[src/rtl/regfile_scoreboard.sv]
// regfile_scoreboard: integer register file with NRD combinational read ports,
// a valid/ready write-back port and a per-register pending-write scoreboard.
//   clk, rst (async, active-low)
//   issue_valid/issue_ready/issue_rd : reserve a destination register
//   rs_addr/rs_data/rs_busy          : NRD read ports with pending-write flag
//   wb_valid/wb_ready/wb_addr/wb_data: write-back port
//   commit_valid/commit_addr/commit_data : registered pulse per accepted write
//   wb_err                           : sticky, write-back with no reservation
// Optional macro REGFILE_BYPASS_EN forwards the write-back value to read ports.
module regfile_scoreboard #(
  parameter int WIDTH = 32,
  parameter int NREG  = 32,
  parameter int NRD   = 2,
  parameter int CNT_W = 2,
  localparam int AW   = $clog2(NREG)
) (
  input  logic                 clk,
  input  logic                 rst,
  input  logic                 issue_valid,
  output logic                 issue_ready,
  input  logic [AW-1:0]        issue_rd,
  input  logic [NRD*AW-1:0]    rs_addr,
  output logic [NRD*WIDTH-1:0] rs_data,
  output logic [NRD-1:0]       rs_busy,
  input  logic                 wb_valid,
  output logic                 wb_ready,
  input  logic [AW-1:0]        wb_addr,
  input  logic [WIDTH-1:0]     wb_data,
  output logic                 commit_valid,
  output logic [AW-1:0]        commit_addr,
  output logic [WIDTH-1:0]     commit_data,
  output logic                 wb_err
);
  logic [CNT_W-1:0] cnt [NREG];
  logic [WIDTH-1:0] regs [NREG];
  logic [NREG-1:0]  inc, dec;
  logic             issue_fire, wb_fire, byp;
  logic [AW-1:0]    a;

  assign wb_ready    = rst;
  // x0 never reserves, so it never saturates
  assign issue_ready = rst && (issue_rd == '0 || cnt[issue_rd] != '1);
  assign issue_fire  = issue_valid && issue_ready;
  assign wb_fire     = wb_valid && wb_ready;

  // underflow is blocked by requiring a nonzero count before decrementing
  always_comb begin
    inc = '0;
    dec = '0;
    inc[issue_rd] = issue_fire && issue_rd != '0;
    dec[wb_addr]  = wb_fire && wb_addr != '0 && cnt[wb_addr] != '0;
  end

  always_ff @(posedge clk or negedge rst)
    if (!rst) begin
      for (int r = 0; r < NREG; r++) begin
        cnt[r]  <= '0;
        regs[r] <= '0;
      end
      commit_valid <= 1'b0;
      commit_addr  <= '0;
      commit_data  <= '0;
      wb_err       <= 1'b0;
    end else begin
      for (int r = 0; r < NREG; r++)
        cnt[r] <= cnt[r] + CNT_W'(inc[r]) - CNT_W'(dec[r]);
      if (wb_fire && wb_addr != '0)
        regs[wb_addr] <= wb_data;
      commit_valid <= wb_fire;
      if (wb_fire) begin
        commit_addr <= wb_addr;
        commit_data <= wb_data;
      end
      wb_err <= wb_err | (wb_fire && wb_addr != '0 && cnt[wb_addr] == '0);
    end

  always_comb begin
    rs_data = '0;
    rs_busy = '0;
    a       = '0;
    byp     = 1'b0;
    for (int i = 0; i < NRD; i++) begin
      a = rs_addr[i*AW +: AW];
`ifdef REGFILE_BYPASS_EN
      byp = wb_fire && wb_addr == a && a != '0;
`else
      byp = 1'b0;
`endif
      rs_data[i*WIDTH +: WIDTH] = byp ? wb_data : (a == '0 ? '0 : regs[a]);
      // a bypassed write that retires the last reservation clears busy early
      rs_busy[i] = cnt[a] != '0 && !(byp && cnt[a] == CNT_W'(1));
    end
  end
endmodule
[config.mk]
export PLATFORM = sky130hd
export DESIGN_NAME = regfile_scoreboard
export DESIGN_NICKNAME = d
export VERILOG_FILES = /design/src/rtl/regfile_scoreboard.sv
export SDC_FILE = /design/constraint.sdc
export NUM_CORES = 2
export LEC_CHECK = 0
export CELL_PAD_IN_SITES_DETAIL_PLACEMENT = 0
export CELL_PAD_IN_SITES_GLOBAL_PLACEMENT = 1
export CORE_MARGIN = 2
export CORE_UTILIZATION = 56
export DETAILED_ROUTE_END_ITERATION = 10
export PLACE_DENSITY_LB_ADDON = 0.08
export SLEW_MARGIN = 20
export SYNTH_ARGS = -nofsm -noshare
export SYNTH_HDL_FRONTEND = slang
export SYNTH_SLANG_ARGS = --single-unit
[constraint.sdc]
create_clock -name clk -period 5.1 [get_ports clk]
set_input_delay 0.51 -clock clk [delete_from_list [all_inputs] [get_ports clk]]
set_output_delay 0.51 -clock clk [all_outputs]
set_load 0.01 [all_outputs]
==> metrics.md <==
| Metric | Value |
|---|---|
| Worst slew pin tran | 1120 ps |
| Initial antenna violation count | 7 |
| Max_slew headroom | 25.1% |
| Type of the worst setup path | in2out |
| Crit share post-route | between 80% and 90% |
| Leading cell type in the layout, fill and taps excluded | dfrtp_1 |
| PostCTS Resize Cnt | 0 |
| Uppermost layer routed | met5 |
| Synthesized Nets | roughly 4200 |
| Setup_tns | 0 ps |
| IO Count | 163 |
| Yosys reg bits | 1127 |
| Post-DRT Antenna Nets | 0 |
| CP Launch Type | input port |
| Final setup vio count | 0 |
| Cells after synthesis | approximately 4100 |
| Vias/cell | 7.00 |
| Max rail drop VDD | 0.306 mV |
| RSZ-0062 raised after global routing | false |
| Synth top area share | between 40% and 50% |
| Static leakage | 0.0303 uW |
| Total gr overflow | 0 |
| Worst-path clk slew | 60 ps |
| Worst-path fanout max | 18 |
| Synth area leader | dfrtp_1 |
| DR WL/cell | 34.9 um |
| Skew final | approximately 6.9 ps |
| M1 WL | 78.7 mm |
| FP Rows | 121 |
| Top FF cell, synth | dfrtp_1 |
| Pwr Density | 381 mW/mm^2 |
| Outcome | complete, no violations |
| Vias in the first global route | 41200 |
| Synth top area cells | dfrtp_1 (46%), mux4_2 (22%), mux2_2 (18%) |
| Met3 Wirelength | 16.0 mm |
| CTS Buf Count | 130 |
| Nets | 4161 |
| Max-cap violations | 0 |
| Fmax | approximately 0.24 GHz |
| Sink Count | 1127 |
| Layout Area Growth over Synthesis | 11.9% |
| Yosys warnings | 0 |
| Port Buf Inserts | about 160 |
| Share of layout cells above drive strength 1 | 48.0% |
| CTS tree | done |
| Die Span X | 334 um |
| Post-synthesis cell area | approximately 0.061 mm^2 |
| Die Footprint | 0.112 mm^2 |
| Post-DP HPWL | 112 mm |
| Ys async rst share | 100% |
| Core area | 0.108 mm^2 |
| GRT Util Overall | 35.5% |
| Root Buffer | clkbuf_16 |
| Most frequent cells in the layout | dfrtp_1 (1127), mux2_2 (1001), mux4_2 (583) |
| Mapped Avg Cell Area | 15.0 um^2 |
| Clk_lat worst skew | 730 ps |
| Initial Util | a little under three fifths |
| Post-Route WL | 194 mm |
| Max-slew violations | 0 |
| First DRT Iteration DRCs | 3506 |
| Final min period | 4210 ps |
| Drt drc | 0 |
| Worst path required time | 4590 ps |
| Gpl congestion | 0.917 |
| Die Y | 334 um |
| Critical path arrival | 3700 ps |
| Via Count | 38900 |
| Met2 routed WL | 91.4 mm |
| First-pass GRT wire length | roughly 290 mm |
| Hold Fails Final Rpt | 0 |
| H-tree depth | 4 |
| Worst hold path type | in2async |
| Detailed-router iteration count before antenna repair | 5 |
| EDFF count, synth | 0 |
| Sequential-to-total area share from yosys stat | a little under half |
| Crit end category | primary output |
| Final Hold Slack | 211 ps |
| Clock buffer depth | 3 |
| Yosys cell types | 54 |
| Largest net degree at the start of global routing | 198 |
==> report_power, final <==
part           internal, uW  switching [uW]
registers             10200            1070
clock network          5880            3770
logic                  2800            2260
==> metrics by stage <==
stage	std cells	total power, uW	area [um^2]	setup slack [ps]	utilization (%)
after floorplan	4059	14500	61000	2210	-
after global placement	5321	16100	63800	891	58.9
after detailed placement	5321	16400	63800	885	58.9
after CTS	5547	26100	68300	965	63.0
after global routing	5549	27000	68200	765	62.9
final	5551	26000	68200	888	62.9
==> layer usage <==
layer,vias up,track usage (%)
met3,446,8.02
li1,15400,-
met4,8,13.6
met1,21200,49.0
met2,1772,55.5
met5,-,0
==> Yosys cell counts (4+ instances only) <==
| cell | n |
|---|---|
| buf_4 | 51 |
| o221ai_1 | 24 |
| dfrtp_1 | 1127 |
| o211ai_1 | 29 |
| a211oi_1 | 10 |
| o21ai_1 | 33 |
| nor3b_1 | 5 |
| nor2b_1 | 16 |
| a21oi_1 | 21 |
| nand2_1 | 175 |
| inv_1 | 75 |
| or3_1 | 4 |
| mux2i_1 | 100 |
| nor3_1 | 48 |
| clkbuf_1 | 205 |
| nor2_2 | 4 |
| mux2_2 | 1001 |
| nor2_1 | 73 |
| buf_1 | 64 |
| o22ai_1 | 23 |
| nand3_1 | 5 |
| mux4_2 | 583 |
| buf_2 | 98 |
| ha_1 | 64 |
| mux2_1 | 50 |
| xnor2_1 | 64 |
| a221oi_1 | 31 |
| buf_6 | 25 |
| a211o_1 | 13 |
==> cell type report <==
type | count | area (um^2)
timing repair buffer | 293 | 3020
sequential | 1127 | 28200
inverter | 77 | 289
antenna | 3 | 7.51
fill | 7843 | 40200
clock inverter | 25 | 378
clock buffer | 200 | 4040
tap | 1414 | 1770
multi-input combinational | 2412 | 30500
==> registers in the layout (all words and copies together) (netlist names) <==
name / flops
commit_valid: 1
regs: 1024
wb_err: 1
commit_addr: 5
commit_data: 32
cnt: 64
==> kinds of logic after synthesis <==
group / after synthesis / synth area share, %
other: 2 / 0.0123
flip-flops: 1127 / 46.3
XOR/XNOR: 64 / 0.919
buffers and inverters: 520 / 4.02
adder cells (fa/ha/maj): 64 / 1.31
AND/OR/NAND/NOR: 342 / 2.41
AO/OA/AOI/OAI: 206 / 2.48
multiplexers: 1734 / 42.6
==> path summary, 6_finish.rpt <==
check	slack, ps	endpoint	cells after the start	from
worst max-delay path	890	issue_ready	8	issue_rd[3]
worst min register to register	400	regs[1019]	0	regs[1019]
min in group clk	260	commit_data[8]	3	wb_data[8]
max in group asynchronous	1880	regs[40]	6	rst
worst max register to register	1850	cnt[45]	12	cnt[47]
worst min-delay path	210	cnt[0]	2	rst
==> worst max-delay path: stages <==
cell and delay, ps:
clkdlybuf4s50_1 800, nor3b_1 820, a22oi_1 220, a21oi_1 230, a21o_1 150, o32ai_4 200, o21a_1 260, clkdlybuf4s50_1 500
==> timing repair <==
action                                 in CTS  in global routing
hold buffers                                1                  0
endpoints found under the hold margin      18                  0
buffers inserted                            0                  0
Power figures use the tool's default switching activity.
